[config.mk]
export PLATFORM = sky130hd
export DESIGN_NAME = btn_cmd_arbiter
export DESIGN_NICKNAME = d
export VERILOG_FILES = /design/src/rtl/cmb_ctrl_pkg.sv /design/src/rtl/btn_cmd_arbiter_edge_rise.sv /design/src/rtl/btn_cmd_arbiter.sv
export SDC_FILE = /design/constraint.sdc
export NUM_CORES = 1
export LEC_CHECK = 0
export ABC_AREA = 1
export ABC_CLOCK_PERIOD_IN_PS = 7340
export CAP_MARGIN = 15
export CORE_MARGIN = 2
export CORE_UTILIZATION = 45
export CTS_BUF_LIST = sky130_fd_sc_hd__clkbuf_16
export DETAILED_ROUTE_END_ITERATION = 12
export PLACE_DENSITY = 0.77
export SETUP_SLACK_MARGIN = 0.5
export SYNTH_ARGS = -nofsm -noshare
export SYNTH_HDL_FRONTEND = slang
export SYNTH_HIERARCHICAL = 1
export SYNTH_SLANG_ARGS = --single-unit
[constraint.sdc]
create_clock -name clk -period 7.34 [get_ports clk]
set_clock_uncertainty 0.15 [all_clocks]
set_input_delay 1.468 -clock clk [delete_from_list [all_inputs] [get_ports clk]]
set_output_delay 1.468 -clock clk [all_outputs]
set_load 0.01 [all_outputs]
[src/rtl/cmb_ctrl_pkg.sv]
// Shared constants and the round-robin pick helper for the button/sensor command arbiter.
// Pure combinational helpers only; no state lives here.
package cmb_ctrl_pkg;

  localparam int MAX_LANES     = 16;
  localparam int PTRW          = 4;
  localparam int DROPW_DEFAULT = 8;

  // Rotate-and-priority-encode: first set bit of pend at or after ptr, wrapping at n.
  // Returns {found, winner}; winner is 0 when nothing is pending.
  function automatic logic [PTRW:0] rr_pick(
    input logic [MAX_LANES-1:0] pend,
    input logic [PTRW-1:0]      ptr,
    input int                   n
  );
    logic            found;
    logic [PTRW-1:0] w;
    logic [PTRW:0]   idx;
    found = 1'b0;
    w     = '0;
    for (int i = 0; i < MAX_LANES; i++) begin
      idx = {1'b0, ptr} + (PTRW+1)'(i);
      if (idx >= (PTRW+1)'(n)) idx = idx - (PTRW+1)'(n);
      if ((i < n) && !found && pend[idx[PTRW-1:0]]) begin
        found = 1'b1;
        w     = idx[PTRW-1:0];
      end
    end
    return {found, w};
  endfunction

endpackage

[src/rtl/btn_cmd_arbiter_edge_rise.sv]
// Vector-wide rising-edge detector; rise is combinational from sig and one registered copy.
// History resets to all-ones so lines held high through reset never produce an edge.
module edge_rise #(
  parameter int N = 4
) (
  input  logic         clk,
  input  logic         rst_n,
  input  logic [N-1:0] sig,
  output logic [N-1:0] rise
);

  logic [N-1:0] sig_d;

  always_ff @(posedge clk) begin
    if (!rst_n) sig_d <= '1;
    else        sig_d <= sig;
  end

  assign rise = sig & ~sig_d;

endmodule

[src/rtl/btn_cmd_arbiter.sv]
// Edge-triggered lane events -> one-deep pending latches -> round-robin -> registered cmd port.
// Latency: 2 clk best case from input edge to cmd_valid; cmd_id held stable while stalled.
// Backpressure: cmd_ready low holds the output; repeat edges on a pending lane are dropped and counted.
module btn_cmd_arbiter
  import cmb_ctrl_pkg::*;
#(
  parameter  int N     = 4,
  parameter  int DROPW = DROPW_DEFAULT,
  localparam int IDW   = $clog2(N)
) (
  input  logic             clk,
  input  logic             rst_n,
  input  logic [N-1:0]     sig,
  output logic             cmd_valid,
  output logic [IDW-1:0]   cmd_id,
  input  logic             cmd_ready,
  output logic [N-1:0]     pending,
  output logic [DROPW-1:0] drop_cnt
);

  localparam int SUMW = DROPW + $clog2(N) + 1;

  if (N < 2 || N > MAX_LANES) begin : g_bad_n
    $error("btn_cmd_arbiter: N out of range");
  end

  logic [N-1:0]         rise;
  logic [IDW-1:0]       rr_ptr;
  logic [IDW-1:0]       ptr_nxt;
  logic [MAX_LANES-1:0] pend_ext;
  logic [PTRW:0]        pick;
  logic                 found;
  logic [PTRW-1:0]      w;
  logic                 load;
  logic                 grant;
  logic [N-1:0]         grant_clr;
  logic [N-1:0]         drop;
  logic [N-1:0]         pending_nxt;
  logic [SUMW-1:0]      drop_sum;
  logic [DROPW-1:0]     drop_nxt;

  edge_rise #(.N(N)) u_edge_rise (
    .clk   (clk),
    .rst_n (rst_n),
    .sig   (sig),
    .rise  (rise)
  );

  // Only registered pending is eligible; same-cycle rises wait one cycle.
  always_comb begin
    pend_ext          = '0;
    pend_ext[N-1:0]   = pending;
    pick              = rr_pick(pend_ext, PTRW'(rr_ptr), N);
    found             = pick[PTRW];
    w                 = pick[PTRW-1:0];
    load              = ~cmd_valid | cmd_ready;
    grant             = load & found;
    ptr_nxt           = (w == PTRW'(N-1)) ? '0 : IDW'(w + 1'b1);
  end

  // A rise on a lane being granted re-arms it, so the new event survives.
  always_comb begin
    grant_clr   = '0;
    drop        = '0;
    pending_nxt = pending;
    drop_sum    = SUMW'(drop_cnt);
    for (int i = 0; i < N; i++) begin
      grant_clr[i] = grant && (w == PTRW'(i));
      drop[i]      = rise[i] & pending[i] & ~grant_clr[i];
      if (rise[i])           pending_nxt[i] = 1'b1;
      else if (grant_clr[i]) pending_nxt[i] = 1'b0;
      drop_sum = drop_sum + SUMW'(drop[i]);
    end
    drop_nxt = (drop_sum > SUMW'({DROPW{1'b1}})) ? {DROPW{1'b1}} : drop_sum[DROPW-1:0];
  end

  always_ff @(posedge clk) begin
    if (!rst_n) begin
      pending   <= '0;
      cmd_valid <= 1'b0;
      cmd_id    <= '0;
      rr_ptr    <= '0;
      drop_cnt  <= '0;
    end else begin
      pending  <= pending_nxt;
      drop_cnt <= drop_nxt;
      if (load) begin
        cmd_valid <= found;
        if (found) begin
          cmd_id <= w[IDW-1:0];
          rr_ptr <= ptr_nxt;
        end
      end
    end
  end

endmodule

# [Word-level counts from Yosys, hierarchy flattened]
# Index checks and enable logic that the tools add are counted.
[totals] word_cells=96 ff_bits=21 output_inout_bits=15
[classes] reduce_logical=16 n_bitwise=17 add_sub_neg=12 mux=30 n_lt_le_gt_ge=9 n_eq_ne=3
[ops] op="4-bit 2-to-1 mux" n=8
[ops] op="4-bit by 5-bit less-than comparator with 1-bit output, second input constant" n=4
[ops] op="1-bit binary-select mux with 4-bit select" n=4
[ops] op="1-bit 2-to-1 mux" n=16
[ops] op="3-bit by 3-bit subtractor with 4-bit output, second input constant" n=3
[ops] op="10-bit by 1-bit adder with 11-bit output" n=1
[ops] op="11-bit by 1-bit adder with 11-bit output" n=1
[ops] op="11-bit by 8-bit > comparator with 1-bit output, second input constant" n=1
[ops] op="9-bit by 1-bit adder with 10-bit output" n=1
[ops] op="8-bit by 1-bit adder with 9-bit output" n=1
[ops] op="1-bit bitwise AND" n=9
[ops] op="3-bit greater-or-equal comparator, second input constant" n=3
[ops] op="4-bit by 2-bit == test with 1-bit output, second input constant" n=2
[ops] op="8-bit 2-to-1 mux" n=1
[ops] op="2-bit nonzero test" n=4
[ops] op="1-bit logical AND" n=7
[ops] op="2-bit by 2-bit adder with 3-bit output, second input constant" n=2
[ops] op="1-bit inverter" n=5
[ops] op="4-bit bitwise AND" n=1
[ops] op="4-bit by 1-bit == test with 1-bit output, second input constant" n=1
[ops] op="4-bit logical NOT" n=1
[ops] op="4-bit inverter" n=1
[ops] op="2-bit by 3-bit subtractor with 4-bit output, second input constant" n=1
[ops] op="2-bit by 1-bit adder with 3-bit output, second input constant" n=1
[ops] op="6 further kinds" n=8

# [Depth between registers and ports, before layout]
[logic_depth] ltp_word=24 depth_mapped=28

# [Modules after synthesis]
# Netlist, hierarchy kept.
[modules_own_cells] mod="btn_cmd_arbiter" cells_per_inst=212 n_inst=1 area_each_um2=1436.4
[modules_own_cells] mod="edge_rise" cells_per_inst=16 n_inst=1 area_each_um2=135.1

# [Least setup slack after synthesis]
# No wires, ideal clock.
[synth_path] path_kind="flip-flop to flip-flop" start="register rr_ptr[0]" end="register drop_cnt[5]" path_stages_with_launch=23 t_required_ns=7.077 path_buffers=0 setup_slack_ns=3.391 setup_ns=0.113 t_arrival_ns=3.686 cell_sequence="dfxtp_1 > inv_2 > ha_1 > inv_1 > nand3_2 > nand3_1 > nand3_1 > nand3_1 > nand2_1 > nand2_2 > inv_1 > ha_1 > nand3_1 > nand3_1 > fa_1 > fa_1 > inv_1 > nand2_1 > nor3_1 > nand3_1 > xnor2_1 > o21ai_1 > inv_1"
[synth_between] elab_chain_cells=24
[synth_lines] element="from (decl)" line="btn_cmd_arbiter.sv:28" text="logic [IDW-1:0] rr_ptr;"
[synth_lines] element="from (signal assigned)" line="btn_cmd_arbiter.sv:91" text="rr_ptr <= ptr_nxt;"
[synth_lines] element="parallel branches: the longest is 13 deep, another holds 3-bit by 3-bit subtractor with 4-bit output"
[synth_lines] element="4-bit 2-to-1 mux (*)" line="cmb_ctrl_pkg.sv:24" text="if ((i < n) && !found && pend[idx[PTRW-1:0]]) begin"
[synth_lines] element="via w[0]" line="btn_cmd_arbiter.sv:33" text="logic [PTRW-1:0] w;"
[synth_lines] element="4-bit logical NOT" line="btn_cmd_arbiter.sv:68" text="grant_clr[i] = grant && (w == PTRW'(i));"
[synth_lines] element="1-bit logical AND" line="btn_cmd_arbiter.sv:68"
[synth_lines] element="1-bit inverter" line="btn_cmd_arbiter.sv:69" text="drop[i] = rise[i] & pending[i] & ~grant_clr[i];"
[synth_lines] element="1-bit bitwise AND" line="btn_cmd_arbiter.sv:69"
[synth_lines] element="8-bit by 1-bit adder with 9-bit output" line="btn_cmd_arbiter.sv:72" text="drop_sum = drop_sum + SUMW'(drop[i]);"
[synth_lines] element="9-bit by 1-bit adder with 10-bit output" line="btn_cmd_arbiter.sv:72"
[synth_lines] element="10-bit by 1-bit adder with 11-bit output" line="btn_cmd_arbiter.sv:72"
[synth_lines] element="11-bit by 1-bit adder with 11-bit output (*)" line="btn_cmd_arbiter.sv:72"
[synth_lines] element="11-bit by 8-bit > comparator with 1-bit output" line="btn_cmd_arbiter.sv:74" text="drop_nxt = (drop_sum > SUMW'({DROPW{1'b1}})) ? {DROPW{1'b1}} : drop_sum[DROPW-1:0];"
[synth_lines] element="8-bit 2-to-1 mux (*)" line="btn_cmd_arbiter.sv:74"
[synth_lines] element="to (signal assigned)" line="btn_cmd_arbiter.sv:86" text="drop_cnt <= drop_nxt;"
[synth_lines] element="to (decl)" line="btn_cmd_arbiter.sv:18" text="output logic [DROPW-1:0] drop_cnt"
# Mark *: on every way through the listed nets, which the timed path passes. The select of a mux whose other input is x is not followed.
# A chain may end at the register's enable or synchronous reset.

# [Final worst setup path]
# Same ends and word-level chain as after synthesis.

==> flow_summary_export.csv <==
group,metric,value,unit
setup_path,r2r_slack,2890,ps
routing,route.detailed.drc,0,
logic_synthesis,yosys.area.top_type,"dfxtp_1",
logic_synthesis,synthXorXnorAreaFrac,2.79,%
cts,clock_path_buffers,2,
logic_synthesis,synth_area_leaders,"dfxtp_1 (27%), nand2_1 (13%), inv_1 (9.8%)",
place,placed_area,1830,um^2
cts,clk_pin_slew,60,ps
sta,slew_headroom,67.9,%
outcome,status,"completed",
sta,setup_tns,0,ps
setup_path,endpoint_kind,"flip-flop",
finish,instances_no_fill,298,
finish,finalInstanceArea,1910,um^2
logic_synthesis,ys_ff_latch,21,
global_route,gr-usage-all-layers,17.2,%
run,drv_cap,0,
logic_synthesis,synth_top_area_share,26.8,%
power_and_ir_drop,ir_worst_vdd,0.107,mV
logic_synthesis,ys_seq_area_share,26.8,%
power_and_ir_drop,comb_power_share,59.1,%
sta,rsz0062_at_grt,"no",
sta,hold_violations,0,
sta,worst_slack,2890,ps
routing,wire_per_inst,10.6,um
global_route,gr-total-overflow,0,
power_and_ir_drop,p_total,0.643,mW
sta,fin_crit_sh,60.6,%
cts,cts_tree,"yes",
floorplan,core,3340,um^2
routing,viasPerCell,4.79,
place,dp_hpwl,2480,um
setup_path,cp_data_arrival_time,4450,ps
setup_path,start_kind,"flip-flop",
logic_synthesis,synth-simple-area-share,41.2,%
global_route,antenna_found_initial,0,
finish,layout-drive-gt1-share,15.9,%
floorplan,rows,21,
setup_path,criticalPathCategory,"flip-flop to flip-flop",
logic_synthesis,syn_nets,248,
sta,setup_viol,0,
routing,drt_iter0_markers,84,
finish,nets,273,
power_and_ir_drop,p_clk_share,17.7,%
place,dp_cells,294,
sta,layout_min_cycle_time,4450,ps
cts,ctsRootBufferMaster,"clkbuf_16",
power_and_ir_drop,switchingPower,0.300,mW
sta,final.hold.worst_slack,357,ps
setup_path,r2r_cells,22,
setup_path,rr_startpoint,"rr_ptr[0]$_SDFFE_PN0P_",
setup_path,rr_endpoint,"drop_cnt[5]$_SDFF_PN0_",
routing,dr.pass1.iters,4,
place,place_congestion,0.815,
cts,h-tree-depth,1,
global_route,grt_pass1_wl,5580,um
floorplan,die_h,63.1,um
logic_synthesis,netlist_area,1570,um^2
power_and_ir_drop,power.leakage,0.892,nW
cts,cts_made_buffers,3,
place,io_buffers,21,
finish,layout_commonest_cell,"nand2_1",
cts,clock_sinks,21,
sta,tightestPinTransition,480,ps
finish,antenna_cells,0,
logic_synthesis,yosysUniqueCellTypes,25,
logic_synthesis,synth_top_family_by_area,"simple AND/OR/NAND/NOR gates",
cts,cts_setup_buffers,0,
power_and_ir_drop,intPower,0.343,mW
cts,cts_hold_buf,0,
logic_synthesis,synthMuxAreaShare,0,%
routing,vias,1427,
finish,mostFrequentLayoutCells,"nand2_1 (55), inv_1 (41), nand3_1 (23)",
setup_path,cp_max_fo,9,
setup_path,endpoint,"drop_cnt[5]$_SDFF_PN0_",
floorplan,pin_count,22,
floorplan,start_util,47.1,%
place,post-place-ws,2820,ps
logic_synthesis,yosys.area_share.adder,11.3,%
power_and_ir_drop,share_seq_of_total_power,23.2,%
sta,fmax,225,MHz
power_and_ir_drop,swShare,46.7,%
logic_synthesis,yosys_warnings,6,
logic_synthesis,syn_avg_cell_area,6.89,um^2
floorplan,fp.dieW,63.1,um
cts,cts_resized,0,
logic_synthesis,synthCells,228,
floorplan,die-area,3980,um^2
min_path,min_path_type,"flip-flop to flip-flop",
global_route,grt_max_degree,15,
sta,maxSlewViolCount,0,
global_route,grt_pass1_vias,1334,
routing,wl,3150,um
finish,final_util,57.2,%
setup_path,critPathRequiredTime,7340,ps
routing,drtAntennaViolNets,0,
finish,area_growth,21.4,%
setup_path,crit_start,"rr_ptr[0]$_SDFFE_PN0P_",
power_and_ir_drop,power_density,337,nW/um^2
cts,clock_latency,250,ps
logic_synthesis,synth_compound_area_share,6.29,%
flip-flops by register name, indices dropped and copies added, names as in the netlist:
register	cells
pending	4
cmd_id	2
u_edge_rise/sig_d	4
drop_cnt	8
cmd_valid	1
rr_ptr	2
how the worst min path moves through the flow:
| stage | from | to | cells after the start |
|---|---|---|---|
| final | u_edge_rise/sig_d[3]$_SDFF_PN1_ | pending[3]$_SDFFE_PN0P_ | 3 |
| after global routing | u_edge_rise/sig_d[2]$_SDFF_PN1_ | pending[2]$_SDFFE_PN0P_ | 3 |
| after CTS | u_edge_rise/sig_d[3]$_SDFF_PN1_ | pending[3]$_SDFFE_PN0P_ | 3 |
| after detailed placement | u_edge_rise/sig_d[3]$_SDFF_PN1_ | pending[3]$_SDFFE_PN0P_ | 3 |
| after global placement | u_edge_rise/sig_d[2]$_SDFF_PN1_ | pending[2]$_SDFFE_PN0P_ | 3 |
| after floorplan | u_edge_rise/sig_d[0]$_SDFF_PN1_ | pending[0]$_SDFFE_PN0P_ | 3 |
cells by family after synthesis:
family / Yosys count
flip-flops: 21
buffers and inverters: 47
AO/OA/AOI/OAI: 17
XOR/XNOR: 5
adder cells (fa/ha/maj): 13
AND/OR/NAND/NOR: 125
power groups by stage:
stage,clock [mW],combinational [mW],sequential (mW)
CTS,0.116,0.380,0.150
global placement,0,0.361,0.152
finish,0.114,0.380,0.149
global route,0.119,0.427,0.154
floorplan,0,0.286,0.153
detailed placement,0,0.372,0.152
layer usage:
| layer | vias up | GRT usage (%) | share of wire [%] |
|---|---|---|---|
| met5 | - | 0 | 0 |
| met4 | 0 | 6.94 | 1.4 |
| met3 | 6 | 1.79 | 1.5 |
| met2 | 15 | 32.2 | 52 |
| met1 | 652 | 19.6 | 45 |
| li1 | 754 | - | - |
synthesized netlist by cell type:
cell	number
ha_1	11
a21oi_4	1
inv_2	5
o21ai_0	1
nor2_2	8
nand4_1	5
o21bai_1	1
nand3_1	23
xor2_1	2
a21oi_1	11
nor2_4	4
buf_6	1
nor2_1	8
nor3_1	2
o21ai_1	3
nand3b_1	2
fa_1	2
nand2_2	12
xnor2_1	3
nand2_1	55
inv_1	41
nand3_4	1
nand2_4	1
nand3_2	4
dfxtp_1	21
critical path, stage by stage (launching register included):
cell,delay [ps]
dfxtp_1,510
inv_2,160
ha_1,380
inv_1,140
nand3_2,100
nand3_1,170
nand3_1,100
nand3_1,100
nand2_1,70
nand2_2,100
inv_1,70
ha_1,190
nand3_1,110
nand3_1,100
fa_1,490
fa_1,400
inv_1,80
nand2_1,50
nor3_1,360
nand3_1,180
xnor2_1,150
o21ai_1,130
inv_1,50
area by class of cell:
class | count | area, um^2
clock inverters | 1 | 5.00
clock buffers | 3 | 75.1
well taps | 46 | 57.6
repair buffers | 21 | 210
inverters | 46 | 173
fillers | 338 | 1430
flip-flops and latches | 21 | 420
multi-input cells | 160 | 967
No activity file was read; power rests on OpenSTA's default activity.
